<file path="config.mk">
export PLATFORM = sky130hd
export DESIGN_NAME = fetch_unit
export DESIGN_NICKNAME = d
export VERILOG_FILES = /design/src/rtl/arm_pkg.sv /design/src/rtl/fetch_fifo.sv /design/src/rtl/fetch_unit.sv
export SDC_FILE = /design/constraint.sdc
export NUM_CORES = 1
export LEC_CHECK = 0
export CAP_MARGIN = 20
export CELL_PAD_IN_SITES_DETAIL_PLACEMENT = 1
export CELL_PAD_IN_SITES_GLOBAL_PLACEMENT = 1
export CORE_AREA = 5 5 157 159
export CTS_BUF_LIST = sky130_fd_sc_hd__clkbuf_4
export DETAILED_ROUTE_END_ITERATION = 6
export DIE_AREA = 0 0 162 164
export PLACE_DENSITY_LB_ADDON = 0.05
export SYNTH_ARGS = -nofsm -noshare
export SYNTH_HDL_FRONTEND = slang
export SYNTH_SLANG_ARGS = --single-unit
</file>
<file path="constraint.sdc">
create_clock -name clk -period 7.7 [get_ports clk]
set_input_delay 1.54 -clock clk [delete_from_list [all_inputs] [get_ports clk]]
set_output_delay 1.54 -clock clk [all_outputs]
set_load 0.03 [all_outputs]
</file>
<file path="src/rtl/arm_pkg.sv">
// Core-wide constants and shared types for the ARM pipeline.
// Fetch entries pair a 32-bit instruction word with its PC.
package arm_pkg;

  localparam int          INSTR_W          = 32;
  localparam logic [31:0] PC_INC           = 32'd4;
  localparam logic [31:0] PC_READ_OFS      = 32'd8;
  localparam logic [31:0] DEFAULT_RESET_PC = 32'h0000_0000;

  typedef struct packed {
    logic [INSTR_W-1:0] instr;
    logic [31:0]        pc;
  } fetch_entry_t;

  typedef enum logic {
    ST_RUN   = 1'b0,
    ST_FLUSH = 1'b1
  } fetch_state_t;

  function automatic logic [31:0] word_align(input logic [31:0] addr);
    return {addr[31:2], 2'b00};
  endfunction

endpackage

</file>
<file path="src/rtl/fetch_fifo.sv">
// Registered prefetch FIFO of {instr, pc}; push lands a cycle before it is visible.
// The caller must not push when full unless it pops in the same cycle; flush empties it.
module fetch_fifo
  import arm_pkg::*;
#(
  parameter int DEPTH = 2
) (
  input  logic                       clk,
  input  logic                       reset_n,
  input  logic                       flush,
  input  logic                       push,
  input  fetch_entry_t               push_data,
  input  logic                       pop,
  output fetch_entry_t               pop_data,
  output logic [$clog2(DEPTH+1)-1:0] count,
  output logic                       empty,
  output logic                       full
);

  localparam int AW = $clog2(DEPTH);
  localparam int CW = $clog2(DEPTH+1);

  fetch_entry_t  mem [DEPTH];
  logic [AW-1:0] wptr;
  logic [AW-1:0] rptr;
  logic          pop_ok;

  assign empty    = (count == '0);
  assign full     = (count == DEPTH[CW-1:0]);
  assign pop_ok   = pop & ~empty;
  assign pop_data = mem[rptr];

  always_ff @(posedge clk or negedge reset_n) begin
    if (!reset_n) begin
      for (int i = 0; i < DEPTH; i++) begin
        mem[i] <= '0;
      end
      wptr  <= '0;
      rptr  <= '0;
      count <= '0;
    end else if (flush) begin
      wptr  <= '0;
      rptr  <= '0;
      count <= '0;
    end else begin
      if (push) begin
        mem[wptr] <= push_data;
        wptr      <= wptr + AW'(1);
      end
      if (pop_ok) begin
        rptr <= rptr + AW'(1);
      end
      count <= count + CW'(push) - CW'(pop_ok);
    end
  end

endmodule

</file>
<file path="src/rtl/fetch_unit.sv">
// Instruction fetch: credit-limited in-order requests, 2-cycle min grant-to-decode.
// Decode stalls hold the FIFO head; redirect flushes the queue and drops stale responses.
module fetch_unit
  import arm_pkg::*;
#(
  parameter logic [31:0] RESET_PC = DEFAULT_RESET_PC,
  parameter int          DEPTH    = 2
) (
  input  logic               clk,
  input  logic               reset_n,
  output logic               imem_req,
  output logic [31:0]        imem_addr,
  input  logic               imem_gnt,
  input  logic               imem_rvalid,
  input  logic [31:0]        imem_rdata,
  output logic               instr_valid,
  input  logic               instr_ready,
  output logic [INSTR_W-1:0] instr,
  output logic [31:0]        instr_pc,
  output logic [31:0]        instr_pc8,
  input  logic               redirect,
  input  logic [31:0]        redirect_pc
);

  localparam int          CW      = $clog2(DEPTH+1);
  localparam logic [CW:0] CREDITS = DEPTH[CW:0];

  logic [31:0]   fetch_pc;
  logic [31:0]   resp_pc;
  logic [CW-1:0] outstanding;
  logic [CW-1:0] drop_cnt;
  logic [CW-1:0] fifo_count;
  logic          fifo_empty;
  logic          fifo_full;
  fetch_entry_t  head;
  fetch_entry_t  push_entry;
  fetch_state_t  state;
  logic [CW:0]   credit_used;
  logic [31:0]   target;
  logic          gnt_fire;
  logic          rsp_ok;
  logic          push;
  logic          pop;

  assign state  = (drop_cnt != '0) ? ST_FLUSH : ST_RUN;
  assign target = word_align(redirect_pc);

  assign instr_valid = ~fifo_empty & ~redirect;
  assign pop         = instr_valid & instr_ready;

  // The entry leaving for decode this cycle frees its slot for a new request.
  assign credit_used = {1'b0, outstanding} + {1'b0, fifo_count} - {{CW{1'b0}}, pop};
  assign imem_req    = reset_n & ~redirect & (credit_used < CREDITS);
  assign imem_addr   = fetch_pc;
  assign gnt_fire    = imem_req & imem_gnt;

  // A response with nothing outstanding is a protocol error and is ignored.
  assign rsp_ok     = imem_rvalid & (outstanding != '0);
  assign push       = rsp_ok & ~redirect & (state == ST_RUN) & (~fifo_full | pop);
  assign push_entry = '{instr: imem_rdata, pc: resp_pc};

  assign instr     = head.instr;
  assign instr_pc  = head.pc;
  assign instr_pc8 = head.pc + PC_READ_OFS;

  fetch_fifo #(
    .DEPTH(DEPTH)
  ) u_fifo (
    .clk      (clk),
    .reset_n  (reset_n),
    .flush    (redirect),
    .push     (push),
    .push_data(push_entry),
    .pop      (pop),
    .pop_data (head),
    .count    (fifo_count),
    .empty    (fifo_empty),
    .full     (fifo_full)
  );

  always_ff @(posedge clk or negedge reset_n) begin
    if (!reset_n) begin
      fetch_pc    <= RESET_PC;
      resp_pc     <= RESET_PC;
      outstanding <= '0;
      drop_cnt    <= '0;
    end else begin
      outstanding <= outstanding + CW'(gnt_fire) - CW'(rsp_ok);
      if (redirect) begin
        fetch_pc <= target;
        resp_pc  <= target;
        // Everything still in flight after this edge belongs to the old stream.
        drop_cnt <= outstanding - CW'(rsp_ok);
      end else begin
        if (gnt_fire) begin
          fetch_pc <= fetch_pc + PC_INC;
        end
        if (push) begin
          resp_pc <= resp_pc + PC_INC;
        end
        if (rsp_ok && state == ST_FLUSH) begin
          drop_cnt <= drop_cnt - CW'(1);
        end
      end
    end
  end

endmodule

</file>
# Yosys cells after proc, flatten, opt, wreduce, memory -nomap -nowiden
# Cells that the tools add are included.
# word_totals
ff_bits	200
in_bits	70
elab_cells	74
# op_classes
order_cmp	4
n_mux	18
n_eq_ne	1
reduce_logical	10
bitwise_logic	17
add_sub_neg	13
# ops
operator	count
64-bit 2-to-1 mux	4
128-bit bitwise mux	1
32-bit 2-to-1 mux	4
32-bit by 3-bit adder with 32-bit output, second input constant	2
64-bit demux with 1-bit select	1
32-bit by 4-bit adder with 32-bit output, second input constant	1
2-bit nonzero test	6
1-bit bitwise AND	10
2-bit 2-to-1 mux	3
2-bit by 1-bit subtractor with 2-bit output	3
1-bit 2-to-1 mux	5
2-bit by 1-bit adder with 2-bit output	2
2-bit >= comparator, second input constant	2
1-bit inverter	4
1-bit inverter with 2-bit output	2
2-bit by 2-bit adder with 3-bit output	1
3-bit by 2-bit < comparator with 1-bit output, second input constant	1
3-bit by 1-bit subtractor with 3-bit output	1
1-bit adder, second input constant	2
2-bit equality test, second input constant	1
1-bit logical AND	2
2-bit logical NOT	1
2-bit by 1-bit < comparator with 1-bit output, second input constant	1
2-bit AND reduction	1
2 further kinds	2

# Depth between registers and ports, before layout
# depth
word_depth	10
depth_mapped	16
depth_no_buf	15

# Cells and area by module
# Synthesis repeated with hierarchy kept, for this count alone.
# unflattened
hier_cells	870
area_unflattened_um2	10422.5
# by_module_without_submodules
module	n_inst	seq_area_each_um2	cells_each	area_each_um2
fetch_fifo	1	3303.2	362	6077.1
fetch_unit	1	1601.5	508	4345.4

# Worst setup path after synthesis
# OpenSTA, ideal clock, no wires.
# synth_path
path_kind	input to output
from	in redirect
to	out imem_req
setup_slack_ns	2.070
required_time_ns	6.160
n_path_buf	1
t_arrival_ns	4.090
path_stages	9
path_cell_list	clkbuf_1 > a21oi_1 > nand2_1 > inv_1 > ha_1 > nand2b_1 > fa_1 > xnor2_1 > nor3_1
# synth_via
elab_chain_cells	6
word_cells_on_any_way	7
# synth_rtl
element	line	rtl
from (decl)	fetch_unit.sv:21	input logic redirect,
1-bit inverter (no line)	--	
1-bit bitwise AND	fetch_unit.sv:48	assign instr_valid = ~fifo_empty & ~redirect;
net instr_valid	fetch_unit.sv:16	output logic instr_valid,
1-bit bitwise AND	fetch_unit.sv:49	assign pop = instr_valid & instr_ready;
3-bit by 1-bit subtractor with 3-bit output	fetch_unit.sv:52	assign credit_used = {1'b0, outstanding} + {1'b0, fifo_count} - {{CW{1'b0}}, pop};
3-bit by 2-bit < comparator with 1-bit output	fetch_unit.sv:53	assign imem_req = reset_n & ~redirect & (credit_used < CREDITS);
1-bit bitwise AND	fetch_unit.sv:53	
to (decl)	fetch_unit.sv:11	output logic imem_req,
# The timed path passes the listed nets, and every way through them passes these cells.

# Final worst setup path
# layout_path
from	reg u_fifo.rptr
to	out instr_pc8[29]
# layout_via
elab_chain_cells	5
# layout_rtl
element	line	rtl
from (decl)	fetch_fifo.sv:25	logic [AW-1:0] rptr;
from (signal assigned)	fetch_fifo.sv:51	rptr <= rptr + AW'(1);
1-bit inverter with 2-bit output (not written as such)	fetch_fifo.sv:31	assign pop_data = mem[rptr];
64-bit 2-to-1 mux (not written as such) (3 in series)	fetch_fifo.sv:31	
32-bit by 4-bit adder with 32-bit output	fetch_unit.sv:64	assign instr_pc8 = head.pc + PC_READ_OFS;
to (decl)	fetch_unit.sv:20	output logic [31:0] instr_pc8,
# Every way passes these cells. The select of a mux whose other input is x is not followed.

==> qor.yml <==
final_layout:
  mostFrequentLayoutCells: "191 x dfrtp_1, 189 x clkdlybuf4s50_1, 147 x mux2_2, 84 x nand2_1, 47 x nand3_1"
  ff_latch_area_um2: 4810
  layout-drive-gt1-share_pct: 20.4
  fin_nets: 1172
  final_common_cell: "dfrtp_1"
  nFillCells: 2514
  multiInputGateArea_um2: 4920
  area_delta_synth_final_pct: 23.3
synthesis:
  synth_edf_count: 0
  seq_area_frac_synth_pct: 47.3
  syn_inst: 919
  synthArstFlopShare_pct: 100
  ys.flop_type: "dfrtp_1"
  synth_largest_area_cell: "dfrtp_1"
  synth_area_um2: 10200
  yosys_register_bits: 192
  synth.distinct_cells: 64
  synth_top_area_share_pct: 47.3
  avgSynthCellArea_um2: 11.0
  ys_warn_count: 0
  netlist_top_cells_area: "dfrtp_1 47%, mux2_2 16%, nand2_1 3.1%"
clock_network:
  cts_inserted_buffers: 17
  cts_tree: "yes"
  cts_resized: 0
  clk_pin_slew_ns: 0.17
  clk_path_buf_depth: 2
  clkLatencyLatePin_ns: 0.59
  cts_setup_buffers: 0
  holdBufCountCts: 0
  cts.sinks: 192
  clockRootBuffer: "clkbuf_4"
  htreeDepth: 4
drt:
  via_per_inst: 5.59
  drtIter0Drc: 329
  drtAntennaViolNets: 0
  drt_wl_total_mm: 26.8
  num_vias: 7788
  drtPass1Iterations: 5
  routedWlPerCell_um: 19.2
  drc: 0
power:
  pwr-share-comb_pct: 49.7
  clkPwrFrac_pct: 12.8
  vdd_ir_drop_max_mv: 0.129
  sw_frac_of_total_pct: 41.9
  pwr-share-seq_pct: 37.5
  p_sw_mw: 1.76
  total_leakage_power_nw: 5.41
  powerDensity_nw_per_um2: 336
  internal_power_mw: 2.44
run_status:
  outcome: "finished, final reports clean"
global_route:
  gr-usage-met1_pct: 30.3
  antenna_found_initial: 1
  gr-usage-met3_pct: 3.34
  use_met2_pct: 30.5
  grt_busiest_layer: "met2"
  grt_pass1_wl_mm: 43.2
  grt_pass1_vias: 8159
  grt-ovfl-total: 0
  grt_max_degree: 146
  grt.total_usage_pct: 20.1
floorplanning:
  coreArea_um2: 23100
  io_pins: 200
  fp.dieArea_um2: 26600
  row_count: 56
  fp.dieW_um: 162
  initial_utilization_pct: 43.9
  die_h_um: 164
timing:
  clock_skew_ns: 0.0356
  finalCritPeriodShare_pct: 75.3
  maxSlewViolCount: 0
  setup_ws_ns: 1.90
  setup_tns_ns: 0
  rsz0062_at_grt: "no"
  tightestPinTransition_ns: 1.08
  fin_crit_ns: 5.80
  fmax_mhz: 173
  hold_viol_final: 0
  relSlewSlack_pct: 27.4
  setup_viol: 0
place:
  place_ws_ns: 2.08
  hpwl_mm: 19.3
  gp_congestion: 0.795
  port_buffers: 191
critical_path:
  worst-path-buf-inv: 2
  cp_slowest_cell: "dfrtp_4"
  crit_required_ns: 6.16
  cp-start-kind: "flop"
  path_cells: "mux2i_1, inv_1, ha_1, nand4_1, a22oi_2, nand3_1, nor4_1, xor2_1, clkdlybuf4s50_1"
  end_kind: "output port"
  cp_top_family: "simple AND/OR/NAND/NOR gates"
  crit_path_max_fanout: 59
  cp.arrival_ns: 4.26
  slowest_delay_ns: 0.92
  path_class: "reg -> out"
hold_path:
  hp-class: "reg -> reg"
flow_run:
  cap_violations: 0
[Yosys cell counts, drive strengths merged (2+ instances only)]
cell type and n:
xor2 14, or3 3, nand2b 3, a31oi 10, nand2 85, a22oi 4
nor4 8, a21o 3, and3 11, buf 38, nor2b 3, o211a 2
o211ai 19, nand3b 3, o22ai 2, nand4 32, nor3b 2, dfrtp 192
and2 5, a21oi 19, mux2i 12, a32o 2, nand4b 5, inv 35
or4 4, nand3 47, a41oi 2, a31o 3, xnor2 28, o31a 3
mux2 171, o21ai 47, nor2 32, nor3 13, ha 11, clkbuf 16
a21boi 3, o311ai 13
[power groups by stage]
stage	Sequential (mW)	Clock, mW	Combinational [mW]
2_1_floorplan	1.53	0	1.35
3_3_place_gp	1.58	0	2.07
3_5_place_dp	1.60	0	2.11
4_1_cts	1.58	0.558	2.12
5_1_grt	1.62	0.596	2.23
6_report	1.58	0.538	2.09
[metrics by stage]
stage	power (mW)	hold WS [ns]	area [µm²]	instances	utilization, %
finish	4.20	0.495	12500	1394	54.1
global route	4.45	0.523	12500	1394	54.1
global placement	3.65	0.461	12200	1361	52.9
CTS	4.25	0.503	12500	1393	54.1
floorplan	2.88	0.444	10200	924	-
detailed placement	3.71	0.468	12200	1361	52.9
[metal layers]
metal / share of wire (%) / vias to the layer above
met5: 0 / -
met4: 0.84 / 0
met3: 4.3 / 20
met2: 44 / 185
met1: 51 / 3905
li1: - / 3678
[worst register-to-register path: cells and delay by family, from the launching register on]
kind / cells / cell delay, ns
compound gates: 1 / 0.17
xor+xnor: 2 / 0.30
fa+ha+maj: 4 / 1.31
buf+inv: 5 / 0.85
flops: 1 / 0.43
simple gates: 4 / 0.58
[final cells by class]
class / count / share of cell area, %
Multi-Input combinational cell: 642 / 39.3
Sequential cell: 192 / 38.4
Timing Repair Buffer: 201 / 16.0
Tap cell: 290 / 2.90
Clock inverter: 14 / 1.14
Inverter: 36 / 1.12
Clock buffer: 18 / 1.08
Antenna cell: 1 / 0.0200
[registers in the layout (all words and copies together), names as in the netlist]
signal,count
u_fifo.count,2
drop_cnt,2
outstanding,2
resp_pc,30
imem_addr,30
u_fifo.wptr,1
u_fifo.mem,124
u_fifo.rptr,1
[final timing paths]
| path | from | endpoint | slack, ns | cells after the start |
|---|---|---|---|---|
| max in group asynchronous | reset_n | u_fifo.mem[21]$_DFFE_PN0P_ | 5.61 | 2 |
| worst max register to register | u_fifo.count[1]$_DFF_PN0_ | outstanding[1]$_DFF_PN0_ | 4.02 | 16 |
| worst max-delay path | u_fifo.rptr$_DFFE_PN0P_ | instr_pc8[29] | 1.90 | 9 |
| worst min-delay path | u_fifo.mem[29]$_DFFE_PN0P_ | u_fifo.mem[29]$_DFFE_PN0P_ | 0.50 | 2 |
| worst min register to register | u_fifo.mem[29]$_DFFE_PN0P_ | u_fifo.mem[29]$_DFFE_PN0P_ | 0.50 | 2 |
| min in group asynchronous | reset_n | resp_pc[7]$_DFFE_PN0N_ | 0.89 | 1 |
[kinds of logic (layout without fill, tap and decap cells)]
| family | Yosys count | count (layout) | synth area share [%] |
|---|---|---|---|
| buf+inv | 90 | 269 | 4.46 |
| fa+ha+maj | 12 | 12 | 1.55 |
| simple gates | 259 | 259 | 12.9 |
| flops | 192 | 192 | 47.3 |
| other cells | 1 | 7 | 0.0369 |
| compound gates | 140 | 140 | 9.23 |
| mux | 183 | 183 | 20.9 |
| xor+xnor | 42 | 42 | 3.62 |
No activity file was read; power rests on OpenSTA's default activity.
